File: config.mk
export PLATFORM = sky130hd
export DESIGN_NAME = pulse_period_monitor
export DESIGN_NICKNAME = d
export VERILOG_FILES = /design/src/rtl/pulse_period_monitor.sv
export SDC_FILE = /design/constraint.sdc
export NUM_CORES = 2
export LEC_CHECK = 0
export CORE_ASPECT_RATIO = 0.75
export CORE_MARGIN = 1
export CORE_UTILIZATION = 39
export DETAILED_ROUTE_END_ITERATION = 6
export PLACE_DENSITY = 0.62
export SLEW_MARGIN = 5
export SYNTH_ARGS = -nofsm -noshare
export SYNTH_HDL_FRONTEND = slang
export SYNTH_SLANG_ARGS = --single-unit
File: constraint.sdc
create_clock -name wb_clk_i -period 6.3 [get_ports wb_clk_i]
set_input_delay 1.26 -clock wb_clk_i [delete_from_list [all_inputs] [get_ports wb_clk_i]]
set_output_delay 1.26 -clock wb_clk_i [all_outputs]
set_load 0.01 [all_outputs]
File: src/rtl/pulse_period_monitor.sv
// pulse_period_monitor: per-channel rising-edge period measurement with tolerance-based lock tracking and saturating lock-loss counters
module pulse_period_monitor #(
  parameter int NUM_CH     = 4,
  parameter int CNT_WIDTH  = 32,
  parameter int LOCK_COUNT = 4,
  parameter int TOL        = 2,
  parameter int ERR_WIDTH  = 16
) (
  input  logic                          wb_clk_i,
  input  logic                          wb_rst_i,
  input  logic [NUM_CH-1:0]             pulse_i,
  input  logic [NUM_CH*CNT_WIDTH-1:0]   expected_i,
  input  logic [NUM_CH-1:0]             clear_i,
  output logic [NUM_CH*CNT_WIDTH-1:0]   period_o,
  output logic [NUM_CH-1:0]             period_vld_o,
  output logic [NUM_CH-1:0]             locked_o,
  output logic [NUM_CH*ERR_WIDTH-1:0]   err_cnt_o
);
  typedef enum logic [1:0] {IDLE, ACQ, LOCKED, LOST} state_t;
  localparam int MW = $clog2(LOCK_COUNT + 1);
  localparam logic [CNT_WIDTH:0]   W_TOL = (CNT_WIDTH+1)'(TOL);
  localparam logic [CNT_WIDTH:0]   W_ONE = (CNT_WIDTH+1)'(1);
  localparam logic [CNT_WIDTH-1:0] C_ONE = CNT_WIDTH'(1);
  localparam logic [ERR_WIDTH-1:0] E_ONE = ERR_WIDTH'(1);
  localparam logic [MW-1:0]        M_ONE = MW'(1);
  localparam logic [MW-1:0]        M_LC  = MW'(LOCK_COUNT);
  for (genvar c = 0; c < NUM_CH; c++) begin : g_ch
    logic [CNT_WIDTH-1:0] w_e, w_p, r_cnt, r_per;
    logic [CNT_WIDTH:0]   w_hi;
    logic [ERR_WIDTH-1:0] r_err;
    logic [MW-1:0]        r_mc, w_mc_nxt, w_mc_inc;
    state_t               r_st, w_st_nxt;
    logic                 r_prev, r_vld, w_edge, w_en, w_sat, w_match, w_tmo, w_loss;
    assign w_e      = expected_i[c*CNT_WIDTH +: CNT_WIDTH];
    assign w_edge   = pulse_i[c] & ~r_prev;
    assign w_en     = |w_e;
    assign w_sat    = &r_cnt;
    assign w_p      = w_sat ? r_cnt : r_cnt + C_ONE;
    assign w_hi     = {1'b0, w_e} + W_TOL;
    assign w_match  = ({1'b0, w_p} + W_TOL >= {1'b0, w_e}) && ({1'b0, w_p} <= w_hi);
    // cnt passes E+TOL+1 exactly once per silent stretch, so this fires once
    assign w_tmo    = !w_edge && ({1'b0, r_cnt} == w_hi + W_ONE);
    assign w_mc_inc = r_mc + M_ONE;
    always_comb begin
      w_st_nxt = r_st;
      w_mc_nxt = r_mc;
      w_loss   = 1'b0;
      if (!w_en) begin
        w_st_nxt = IDLE;
        w_mc_nxt = '0;
      end else begin
        case (r_st)
          IDLE: if (w_edge) begin
            w_st_nxt = ACQ;
            w_mc_nxt = '0;
          end
          ACQ: if (w_edge && w_match) begin
            w_mc_nxt = w_mc_inc;
            w_st_nxt = (w_mc_inc == M_LC) ? LOCKED : ACQ;
          end else if (w_edge || w_tmo) begin
            w_mc_nxt = '0;
          end
          LOCKED: if ((w_edge && !w_match) || w_tmo) begin
            w_st_nxt = LOST;
            w_loss   = 1'b1;
          end
          LOST: if (w_edge && w_match) begin
            w_mc_nxt = M_ONE;
            w_st_nxt = (LOCK_COUNT == 1) ? LOCKED : ACQ;
          end
          default: w_st_nxt = IDLE;
        endcase
      end
    end
    always_ff @(posedge wb_clk_i) begin
      if (wb_rst_i) begin
        r_st <= IDLE;
        r_mc <= '0;
      end else begin
        r_st <= w_st_nxt;
        r_mc <= w_mc_nxt;
      end
    end
    always_ff @(posedge wb_clk_i) begin
      if (wb_rst_i) begin
        r_prev <= 1'b1;
        r_cnt  <= '0;
        r_per  <= '0;
        r_vld  <= 1'b0;
        r_err  <= '0;
      end else begin
        r_prev <= pulse_i[c];
        r_cnt  <= w_edge ? '0 : (w_sat ? r_cnt : r_cnt + C_ONE);
        r_per  <= w_edge ? w_p : r_per;
        r_vld  <= w_edge && w_en && (r_st != IDLE);
        r_err  <= clear_i[c] ? '0 : (w_loss && !(&r_err)) ? r_err + E_ONE : r_err;
      end
    end
    assign period_o[c*CNT_WIDTH +: CNT_WIDTH]  = r_per;
    assign period_vld_o[c]                     = r_vld;
    assign locked_o[c]                         = (r_st == LOCKED);
    assign err_cnt_o[c*ERR_WIDTH +: ERR_WIDTH] = r_err;
  end
endmodule

**Word level (Yosys, flattened, before mapping)**

Cells that the tools add are included.

- Magnitude comparators: 8
- $add $sub $neg: 24
- Muxes and demuxes: 60
- Eq/ne operators: 40
- Bitwise operators: 12
- Reduce and logical (&&, ||, !) cells: 92

Operators with widths:

| kind | number |
|---|---|
| 32-bit by 2-bit adder with 33-bit output, second input constant | 8 |
| 33-bit by 1-bit adder with 33-bit output, second input constant | 4 |
| 32-bit by 33-bit equality test with 1-bit output | 4 |
| 33-bit by 32-bit >= comparator with 1-bit output | 4 |
| 32-bit by 33-bit less-or-equal comparator with 1-bit output | 4 |
| 32-bit by 1-bit adder with 32-bit output, second input constant | 4 |
| 32-bit 2-to-1 mux | 4 |
| 32-bit AND reduction | 4 |
| 32-bit OR reduction | 4 |
| 16-bit by 1-bit adder with 16-bit output, second input constant | 4 |
| 16-bit AND reduction | 4 |
| 3-bit 2-to-1 mux | 16 |
| 2-bit 2-to-1 mux | 20 |
| 3-bit case mux with 3 select lines | 4 |
| 2-bit case mux with 4 select lines | 4 |
| 4-bit AND reduction | 8 |
| 1-bit logical AND | 28 |
| 2-bit inequality test, second input constant | 12 |
| 2-bit OR reduction | 12 |
| 2-bit equality test, second input constant | 8 |
| 3-bit by 1-bit adder with 3-bit output, second input constant | 4 |
| 3-bit equality test, second input constant | 4 |
| 1-bit zero test | 12 |
| 1-bit 2-to-1 mux | 12 |
| 9 further kinds | 44 |

- Output and inout bits: 200
- Logic and storage cells: 264
- Flip-flop bits (word level): 348
- Input port bits: 138

**Depth between registers and ports, before layout**

- Depth after elaboration: 12
- Mapped depth: 30
- Depth with buffers taken out: 28

**Worst setup path before layout**

No wires, ideal clock.

- Path type: register to register
- Start: register g_ch[1].r_cnt[14]
- End: register g_ch[1].r_err[3]
- Setup time: 70 ps
- Stages on the path, launching flop included: 30
- Clock period less this slack: 6711 ps
- Slack: -411 ps
- Arrival: 6640 ps
- Required time: 6230 ps
- Buffers on the path: 3
- Cell sequence: dfxtp_1 > buf_2 > nand4_2 > or4_1 > clkbuf_1 > nor3_1 > nand2_1 > a21boi_0 > inv_1 > ha_1 > nand3b_1 > nor3_1 > nand3_1 > or2_2 > nor2_1 > nand3_1 > xnor2_1 > ha_1 > a21oi_1 > nor2b_1 > a2111oi_0 > o211ai_1 > a221oi_1 > a211oi_1 > o31a_1 > nor4bb_2 > a21oi_2 > buf_6 > or4_1 > a21oi_1

- Cells in the longest elaborated chain, start to end: 12
- Elaborated cells between the ends (all ways): 16
- Those cells by class: add/sub (2); order compare (2); eq/ne (1); mux (4); reduce/logical (7)

RTL lines:

| element | line | source |
|---|---|---|
| from (decl) | 28 | `logic [CNT_WIDTH-1:0] w_e, w_p, r_cnt, r_per;` |
| from (signal assigned) | 93 | `r_cnt <= w_edge ? '0 : (w_sat ? r_cnt : r_cnt + C_ONE);` |
| 32-bit AND reduction (*) | 37 | `assign w_sat = &r_cnt;` |
| 32-bit 2-to-1 mux (*) | - |  |
| via g_ch[1].w_p[1] | 28 |  |
| 32-bit by 2-bit adder with 33-bit output | 40 | `assign w_match = ({1'b0, w_p} + W_TOL >= {1'b0, w_e}) && ({1'b0, w_p} <= w_hi);` |
| 33-bit by 32-bit >= comparator with 1-bit output | 40 |  |
| 1-bit logical AND (*) | 40 |  |
| 1-bit zero test (*) | 63 | `LOCKED: if ((w_edge && !w_match) \|\| w_tmo) begin` |
| 1-bit logical AND (*) | 63 |  |
| 1-bit logical OR (*) | 63 |  |
| 1-bit 2-to-1 mux (*) | 63 |  |
| 1-bit 2-to-1 mux (*) | 52 | `case (r_st)` |
| 1-bit 2-to-1 mux (*) | 48 | `if (!w_en) begin` |
| 1-bit logical AND (*) | 96 | `r_err <= clear_i[c] ? '0 : (w_loss && !(&r_err)) ? r_err + E_ONE : r_err;` |
| to (signal assigned) | 96 |  |
| to (decl) | 30 | `logic [ERR_WIDTH-1:0] r_err;` |

The timed path passes the listed nets; every way through them passes the cells marked *.
A chain may end at the register's enable or synchronous reset.

**Worst setup path in the final report**

- Start: register g_ch[1].r_cnt[8]
- End: register g_ch[1].r_err[5]

- Cells in the longest elaborated chain, start to end: 12
- Elaborated cells between the ends (all ways): 16
- Those cells by class: add/sub (2); order compare (2); eq/ne (1); mux (4); reduce/logical (7)

RTL lines:

| element | line |
|---|---|
| 32-bit by 1-bit adder with 32-bit output / 32-bit AND reduction (equally long branches) | 38, 37 |
| 32-bit 2-to-1 mux | - |
| 32-bit by 2-bit adder with 33-bit output | 40 |
| 33-bit by 32-bit >= comparator with 1-bit output | 40 |
| 1-bit logical AND | 40 |
| 1-bit zero test | 63 |
| 1-bit logical AND | 63 |
| 1-bit logical OR (*) | 63 |
| 1-bit 2-to-1 mux (*) | 63 |
| 1-bit 2-to-1 mux (*) | 52 |
| 1-bit 2-to-1 mux (*) | 48 |
| 1-bit logical AND (*) | 96 |

Mark *: on every way between the ends. The rest lies on a longest branch, timed or not.

==> results.md <==
- Status: completed
- Synth-to-layout area growth: 30.7%
- Total Power: 6280 uW
- Fill count: 8589
- Yosys top cell by area: dfxtp_1
- Buffers on Ports: 337
- Met3 wire length: 13.1 mm
- Nets: 5807
- Die width: 346 um
- Worst Path Class, Setup: reg -> reg
- Skew final: 0.0299 ns
- IO Pins: 338
- Post-route minimum period: 6.12 ns
- Power Internal: 4450 uW
- Sequential share of the synthesized area: 20.1%
- Final Cycle Share: 97.1%
- Switching Share: 29.2%
- Via-per-instance ratio: 5.79
- Ys async rst share: 0%
- Post-DP HPWL: 110 mm
- Routability cong.: 0.995
- Clock transition at path regs: 0.06 ns
- Final hold violation count: 0
- Hold buffer count at cts: 0
- Remaining routing DRC violations: 0
- Initial core utilization: 39.4%
- Post-Syn Area: 34600 um2
- Multi-input gate area: 26000 um2
- Inst Count DP: 6441
- Top cells by count, synth: nor2_1, xnor2_1, dfxtp_1
- Max-cap violations: 0
- CTS tree: built
- CTS Buffer Depth: 3
- Reg area: 6970 um2
- Clk pwr share: 44.4%
- Dominant synthesized flop cell: dfxtp_1
- Met2 WL: 53.2 mm
- Worst skew pair latency: 0.61 ns
- Flops & latches, synth: 348
- Share of layout cells above drive strength 1: 15.8%
- Post-synth cell types: 104
- Post-DRT Antenna Nets: 0
- CP max FO: 6
- Mapped Cells: 4589
- Routed Wire Length: 135 mm
- Number of buffers created by CTS: 44
- Antenna cells: 0
- Slew Limit Headroom: 27.4%
- Switch Pwr: 1830 uW
- Area of the die: 89900 um2
- Flop pwr share: 36.3%
- Worst Setup End Kind: flip-flop
- Top post-synthesis cells by area: dfxtp_1, ha_1, xnor2_1
- Antenna violations before repair: 2
- Wl on met1: 65.6 mm
- Root Driver: clkbuf_16
- First-pass DRT Iterations: 5
- Worst VDD drop: 0.000163 V
- Fmax: 163 MHz
- H-tree levels: 2
- Worst slack at placement: -0.437 ns
- First-pass GRT wire length: 204 mm
- Clock Sinks: 348
- Core area: 87700 um2
- GRT overflow: 0
- Row count: 94
- Post-synth EDFFs: 0
- Vias in the first global route: 34700
- CP Launch Type: flip-flop
- Count leader, synth: nor2_1
- Final setup viols: 0
- Crit path DAT: 6.66 ns
- Initial DRC Count: 3638
- Slew @ Worst Pin: 1.08 ns
- Lkg Pwr: 0.0190 uW
- Vias post-DR: 37900
- Tot GR Track Use: 28.6%
- Layout Cells excl Fill: 6550
- Share of the synthesized area in the top cell type: 20.1%
- DR top layer: met5
- Post-route setup slack: 0.181 ns
- Combinational share of power: 19.3%
- Die height: 260 um
- Hold Path Class: reg -> reg
- Average wire per standard cell: 20.6 um
- Req. time, crit path: 6.84 ns
- Pins Over Slew Limit: 0
- Setup TNS: 0 ns
- Post-Synthesis Net Count: 5033
- Avg Cell Area, Syn: 7.54 um2
- Ys Warns: 0
- Largest net degree at the start of global routing: 59
- Pwr/cell area: 139 nW/um2
## power by group through the flow
stage               combinational (uW)  clock [uW]  sequential [uW]
CTS                               1190        2850             2280
floorplan                          654           0             2340
global route                      1310        2950             2290
finish                            1210        2790             2280
detailed placement                1180           0             2330
global placement                  1170           0             2330
## cell type report
| class | instances | area share, % |
|---|---|---|
| Multi-Input combinational cell | 3697 | 57.5 |
| Timing Repair Buffer | 955 | 17.8 |
| Sequential cell | 348 | 15.4 |
| Tap cell | 1152 | 3.19 |
| Clock buffer | 58 | 2.73 |
| Inverter | 317 | 2.63 |
| Clock inverter | 23 | 0.744 |
## timing repair
item / in CTS / in global routing
buffers inserted: 3 / 23
setup endpoints to repair: 39 / 80
pin swaps: 4 / 49
gates resized for setup: 14 / 77
hold endpoints to repair: 0 / 0
cloned: 1 / 1
## worst max-delay path, cell delays in order, from the launching register on
cell and delay [ns]:
dfxtp_2 0.34, nand3_2 0.11, buf_6 0.15, or4_4 0.55, o41ai_4 0.34, xor2_2 0.14
buf_4 0.17, a211oi_4 0.24, nand3_2 0.13, nor3_2 0.21, nand3_1 0.15, or2_4 0.28
nor2_4 0.10, xnor2_1 0.09, ha_1 0.33, a21o_1 0.19, a21oi_2 0.14, nor2b_2 0.07
a2111oi_4 0.23, o211ai_1 0.14, a221oi_1 0.24, a211oi_1 0.08, o31a_1 0.40, nor4bb_4 0.33
buf_4 0.20, a21oi_4 0.09, or4_4 0.51, a21oi_2 0.14
## worst paths after layout
path                                                       end  depth (start not counted)  slack (ns)                            from
worst max register to register   g_ch[1].r_err[5]$_SDFFE_PP0P_                         27        0.18     g_ch[1].r_cnt[8]$_SDFF_PP0_
worst min register to register  g_ch[0].r_per[10]$_SDFFE_PP0P_                          2        0.45  g_ch[0].r_per[10]$_SDFFE_PP0P_
worst min-delay path            g_ch[0].r_per[10]$_SDFFE_PP0P_                          2        0.45  g_ch[0].r_per[10]$_SDFFE_PP0P_
worst max-delay path             g_ch[1].r_err[5]$_SDFFE_PP0P_                         27        0.18     g_ch[1].r_cnt[8]$_SDFF_PP0_
## registers in the layout, indices dropped and copies added, names as in the netlist
| register | flops |
|---|---|
| g_ch.r_cnt | 128 |
| g_ch.r_err | 64 |
| g_ch.r_mc | 12 |
| g_ch.r_per | 128 |
| g_ch.r_prev | 4 |
| g_ch.r_st | 8 |
| g_ch.r_vld | 4 |
## metal layers
| metal | vias up | global-route usage [%] |
|---|---|---|
| li1 | 18300 | - |
| met3 | 157 | 6.87 |
| met2 | 1504 | 40.2 |
| met1 | 17900 | 43.2 |
| met5 | - | 0 |
| met4 | 2 | 6.37 |
## per-stage QoR
step	cell area, um2	util (%)	hold slack (ns)
3_3_place_gp	43000	49.0	0.444
2_1_floorplan	34700	-	0.445
3_5_place_dp	43000	49.0	0.448
4_1_cts	44700	50.9	0.456
6_report	45200	51.5	0.453
5_1_grt	45200	51.5	0.478
## cells in the final DEF, fill, tap and decap left out, drive strengths merged, types with 186 or more instances in the layout
master | Yosys | routed
a21oi | 194 | 196
buf | 70 | 619
clkdlybuf4s50 | 0 | 336
dfxtp | 348 | 348
ha | 306 | 306
inv | 317 | 319
nand2 | 297 | 297
nand3 | 204 | 204
nand4 | 186 | 186
nor2 | 472 | 472
xnor2 | 352 | 352
## cell families (layout without fill, tap and decap cells)
kind of cell | Yosys count | after routing | synth area share [%]
DFF | 348 | 348 | 20.1
xor gates and xnor gates | 470 | 470 | 13.0
AOI/OAI and AO/OA | 926 | 928 | 18.4
and+or+nand+nor | 1965 | 1965 | 30.3
adders and majority gates | 306 | 306 | 11.1
buffers and inverters | 546 | 1353 | 6.23
muxes | 28 | 28 | 0.839
No activity file was read; power rests on OpenSTA's default activity.
